--- src/rtl/game_tick_ctrl.sv ---
// game_tick_ctrl: session FSM and game-speed tick scheduler for the volcano game.
// It steps through IDLE / RUN / PAUSE / OVER. While in RUN it issues a
// one-cycle `tick` every `period` RUN cycles and counts the ticks issued.
// Optional feature macro: GAME_SPEEDUP_EN. When it is defined, the tick
// period shrinks by SPEEDUP_STEP every SPEEDUP_TICKS ticks, and it never goes
// below DIV_MIN.
module game_tick_ctrl #(
    parameter int CNT_W         = 23,
    parameter int DIV_NORMAL    = 2_500_000,
    parameter int DIV_HARD      = 1_250_000,
    parameter int DIV_MIN       = 625_000,
    parameter int SPEEDUP_TICKS = 64,
    parameter int SPEEDUP_STEP  = 125_000
) (
    input  logic        clk,
    input  logic        reset,
    input  logic        start,
    input  logic        pause_req,
    input  logic        game_over,
    input  logic        game_level,
    output logic        tick,
    output logic [1:0]  state,
    output logic        level,
    output logic [15:0] tick_count,
    output logic [3:0]  speed_stage
);

    typedef enum logic [1:0] {
        IDLE  = 2'd0,
        RUN   = 2'd1,
        PAUSE = 2'd2,
        OVER  = 2'd3
    } state_t;

    localparam logic [CNT_W-1:0] P_NORMAL = CNT_W'(DIV_NORMAL);
    localparam logic [CNT_W-1:0] P_HARD   = CNT_W'(DIV_HARD);

    // A bad parameter set stops elaboration. Without this check the counter
    // compare could wrap and never fire.
    if (DIV_MIN < 2 || DIV_HARD < DIV_MIN || DIV_NORMAL < DIV_HARD ||
        SPEEDUP_TICKS < 1 || SPEEDUP_STEP < 1) begin : g_bad_cfg
        $error("game_tick_ctrl: inconsistent period parameters");
    end

    state_t           st;
    logic [CNT_W-1:0] cnt;
    logic [CNT_W-1:0] period;
    logic             at_end;
    logic [15:0]      tc_inc;

    assign state  = st;
    assign at_end = (cnt == period - CNT_W'(1));
    assign tc_inc = (tick_count == 16'hFFFF) ? tick_count : tick_count + 16'd1;

`ifdef GAME_SPEEDUP_EN
    localparam logic [CNT_W-1:0] P_MIN   = CNT_W'(DIV_MIN);
    localparam logic [CNT_W-1:0] P_STEP  = CNT_W'(SPEEDUP_STEP);
    localparam logic [CNT_W:0]   P_FLOOR = (CNT_W+1)'(DIV_MIN) + (CNT_W+1)'(SPEEDUP_STEP);

    logic [16:0]      tc_plus1;
    logic             step_due;
    logic [CNT_W-1:0] next_period;
    logic [3:0]       stage_q;

    // A step is due on each tick that ends a group of SPEEDUP_TICKS ticks.
    // Once the count saturates, the wrap to zero is not a multiple, so no step.
    assign tc_plus1    = {1'b0, tick_count} + 17'd1;
    assign step_due    = (tick_count != 16'hFFFF) &&
                         ((tc_plus1 % 17'(SPEEDUP_TICKS)) == 17'd0);
    assign next_period = ({1'b0, period} >= P_FLOOR) ? (period - P_STEP) : P_MIN;
    assign speed_stage = stage_q;
`else
    assign speed_stage = 4'd0;
`endif

    // Session FSM, period counter and tick/tick_count registers.
    always_ff @(posedge clk) begin
        if (reset) begin
            st         <= IDLE;
            tick       <= 1'b0;
            level      <= 1'b0;
            tick_count <= 16'd0;
            cnt        <= '0;
            period     <= P_NORMAL;
`ifdef GAME_SPEEDUP_EN
            stage_q    <= 4'd0;
`endif
        end else begin
            tick <= 1'b0;
            case (st)
                IDLE, OVER: begin
                    if (start) begin
                        st         <= RUN;
                        level      <= game_level;
                        period     <= game_level ? P_HARD : P_NORMAL;
                        cnt        <= '0;
                        tick_count <= 16'd0;
`ifdef GAME_SPEEDUP_EN
                        stage_q    <= 4'd0;
`endif
                    end
                end
                RUN: begin
                    // A transition takes priority. The counter freezes, even at
                    // period-1, so a pending tick fires right after resume.
                    if (game_over) begin
                        st <= OVER;
                    end else if (pause_req) begin
                        st <= PAUSE;
                    end else if (at_end) begin
                        cnt        <= '0;
                        tick       <= 1'b1;
                        tick_count <= tc_inc;
`ifdef GAME_SPEEDUP_EN
                        if (step_due && (next_period < period)) begin
                            period <= next_period;
                            if (stage_q != 4'hF)
                                stage_q <= stage_q + 4'd1;
                        end
`endif
                    end else begin
                        cnt <= cnt + CNT_W'(1);
                    end
                end
                PAUSE: begin
                    if (game_over)
                        st <= OVER;
                    else if (pause_req)
                        st <= RUN;
                end
                default: st <= IDLE;
            endcase
        end
    end

endmodule

--- config.mk ---
export PLATFORM = sky130hd
export DESIGN_NAME = game_tick_ctrl
export DESIGN_NICKNAME = d
export VERILOG_FILES = /design/src/rtl/game_tick_ctrl.sv
export SDC_FILE = /design/constraint.sdc
export NUM_CORES = 1
export LEC_CHECK = 0
export CAP_MARGIN = 25
export CORE_MARGIN = 2
export CORE_UTILIZATION = 55
export DETAILED_ROUTE_END_ITERATION = 10
export PLACE_DENSITY = 0.91
export SYNTH_ARGS = -nofsm -noshare
export SYNTH_HDL_FRONTEND = slang
export SYNTH_SLANG_ARGS = --single-unit
--- constraint.sdc ---
create_clock -name clk -period 2.9 [get_ports clk]
set_clock_uncertainty 0.05 [all_clocks]
set_input_delay 0.435 -clock clk [delete_from_list [all_inputs] [get_ports clk]]
set_output_delay 0.435 -clock clk [all_outputs]
set_load 0.1 [all_outputs]
==> reports/results.tsv <==
metric	value	unit
outcome	finished clean	
cellLeakagePower	0.892	nW
cts_sinks	44	
final_layout_size_suffix_gt1_share	15.7	%
dp_hpwl	3770	um
finalHoldViolCount	0	
avgSynthCellArea	8.26	um2
cp_cell_sequence	inv_1 > ha_1 > xnor2_1 > nor4_2 > a41oi_4 > or4b_1 > o211a_1	
slew_headroom	55.5	%
io_buffers	25	
fin_nets	329	
worstSkewPairLatency	0.30	ns
die-area	4990	um2
netlist_instances	296	
synth.distinct_cells	46	
chipHeight	70.7	um
grt_usage	23.3	%
layout_common_cells	nor2_1 (36), dfxtp_1 (31), xnor2_1 (24)	
grt_max_degree	27	
area.growth.synth_to_final	13.7	%
crit_type	reg -> reg	
vias	2203	
grt_pass1_wl	9470	um
grt-ovfl-total	0	
antenna_cells	0	
rsz0062_at_grt	no	
worst_slew_pin_slew	0.665	ns
setup_ws	0.250	ns
seq_area_frac_synth	36.0	%
synth_edf_count	0	
arrival	2.80	ns
critPathMaxFanout	26	
ctsHtreeMaxLevel	2	
place.gp.congestion	0.841	
place_ws	0.270	ns
pwr-share-clk	30.8	%
p_switching	0.000548	W
post-route-min-period	2.65	ns
synth_compound_area_share	13.7	%
synthXorXnorAreaFrac	9.67	%
ys_ff_latch	44	
synth-simple-area-share	30.4	%
slowest_stage	or4b_1	
synth_top_family_by_area	simple AND/OR/NAND/NOR gates	
fillers	358	
powerDensity	553	nW/um2
internal-power	0.000989	W
hold_path_class	reg -> reg	
cts_tree	built	
fin_tns_setup	0	ns
drtPass1Iterations	5	
hold_buffers	0	
critPathTopFamily	simple AND/OR/NAND/NOR gates	
die_x	70.7	um
core	4320	um2
drcViolationCount	0	
fmax	377	MHz
grt_pass1_vias	2122	
post_cts_buffers	0	
num_rows	24	
async_flop_share	0	%
ys_warn_count	0	
final_common_cell	nor2_1	
ys.flop_type	dfxtp_1	
setup_violations	0	
wirelength	5410	um
peakVddDrop	0.000577	V
finalCritPeriodShare	91.4	%
cts.clk_slew.worst_paths	0.09	ns
seq_power_share	41.8	%
maxCapViolCount	0	
cts_buffers	5	
cts.path.max_buffers	2	
cp-end-kind	register	
p_sw_share	35.6	%
ios	30	
seq_area	897	um2
drt_iter0_drc	153	
via_per_inst	5.95	
yosys.area_share.adder	3.07	%
multi_input_comb_area	1440	um2
start_util	56.5	%
wl_per_cell	14.6	um
drtAntennaViolNets	0	
antenna_found_initial	0	
post_cts_resized	0	
syn_area	2440	um2
slowest_delay	0.64	ns
clockRootBuffer	clkbuf_8	
synthMuxAreaShare	1.28	%
crit_buf_inv	1	
combPwrFrac	27.4	%
cp_data_required_time	3.05	ns
maxSlewViolCount	0	
worstSetupStartpointType	register	
cell type report:
type | count | share of cell area (%)
Timing Repair Buffer | 28 | 8.01
Clock buffer | 5 | 2.48
Clock inverter | 3 | 1.53
Tap cell | 52 | 2.34
Sequential cell | 44 | 32.3
Inverter | 13 | 1.76
Multi-Input combinational cell | 225 | 51.6
state kept, by name (all words and copies together) (netlist names):
signal,cells
period,2
state,2
tick_count,16
cnt,23
tick,1
metal layers:
layer  vias up  track usage, %  part of all wire, %
met5         -               0                    0
met4         0            10.1                  1.4
met3         8            4.84                  5.1
met2        69            38.5                   48
met1      1020            29.7                   45
li1       1106               -                    -
synth_stat cells (7+ instances only):
| cell | number | share of area, % |
|---|---|---|
| nor3_1 | 9 | 1.8 |
| nor4_1 | 7 | 1.8 |
| nand4_1 | 10 | 2.6 |
| xnor2_1 | 24 | 8.6 |
| nand3_1 | 17 | 3.5 |
| dfxtp_1 | 44 | 36 |
| nor2_1 | 36 | 5.5 |
| nand2_1 | 22 | 3.4 |
| o31ai_1 | 8 | 2.5 |
| or4_1 | 12 | 3.7 |
| inv_1 | 13 | 2.0 |
| a21oi_1 | 20 | 4.1 |
metrics by stage:
| step | util (%) | hold WS [ns] | total power [W] | cell area [um2] | cells |
|---|---|---|---|---|---|
| 2_1_floorplan | - | 0.413 | 0.000992 | 2470 | 299 |
| 3_5_place_dp | 61.7 | 0.434 | 0.00107 | 2670 | 362 |
| 6_report | 64.3 | 0.453 | 0.00154 | 2780 | 370 |
| 4_1_cts | 64.3 | 0.445 | 0.00154 | 2780 | 370 |
| 3_3_place_gp | 61.7 | 0.424 | 0.00106 | 2670 | 362 |
| 5_1_grt | 64.3 | 0.461 | 0.00161 | 2780 | 370 |
worst paths after layout:
check                                   start  cells after the start  slack, ns             end
worst max-delay path               period[20]                      7       0.25  tick_count[12]
worst min register to register  tick_count[9]                      2       0.45   tick_count[9]
worst min-delay path            tick_count[9]                      2       0.45   tick_count[9]
worst max register to register     period[20]                      7       0.25  tick_count[12]
power by group through the flow:
stage / registers (W) / logic (W) / clock network [W]
final: 0.000643 / 0.000421 / 0.000473
after global routing: 0.000645 / 0.000458 / 0.000503
after CTS: 0.000643 / 0.000418 / 0.000480
after detailed placement: 0.000657 / 0.000416 / 0
after global placement: 0.000656 / 0.000406 / 0
after floorplan: 0.000711 / 0.000281 / 0
cell families (layout without fill, tap and decap cells):
| family | Yosys count | in the layout |
|---|---|---|
| and+or+nand+nor | 136 | 136 |
| DFF | 44 | 44 |
| other | 1 | 4 |
| muxes | 3 | 3 |
| buffers and inverters | 30 | 49 |
| AOI/OAI and AO/OA | 49 | 49 |
| xor gates and xnor gates | 27 | 27 |
| adders and majority gates | 6 | 6 |
worst register-to-register path, stage by stage, from the launching register on:
cell	delay [ns]
dfxtp_2	0.40
inv_1	0.08
ha_1	0.30
xnor2_1	0.14
nor4_2	0.42
a41oi_4	0.39
or4b_1	0.64
o211a_1	0.14
No activity file was read; power rests on OpenSTA's default activity.
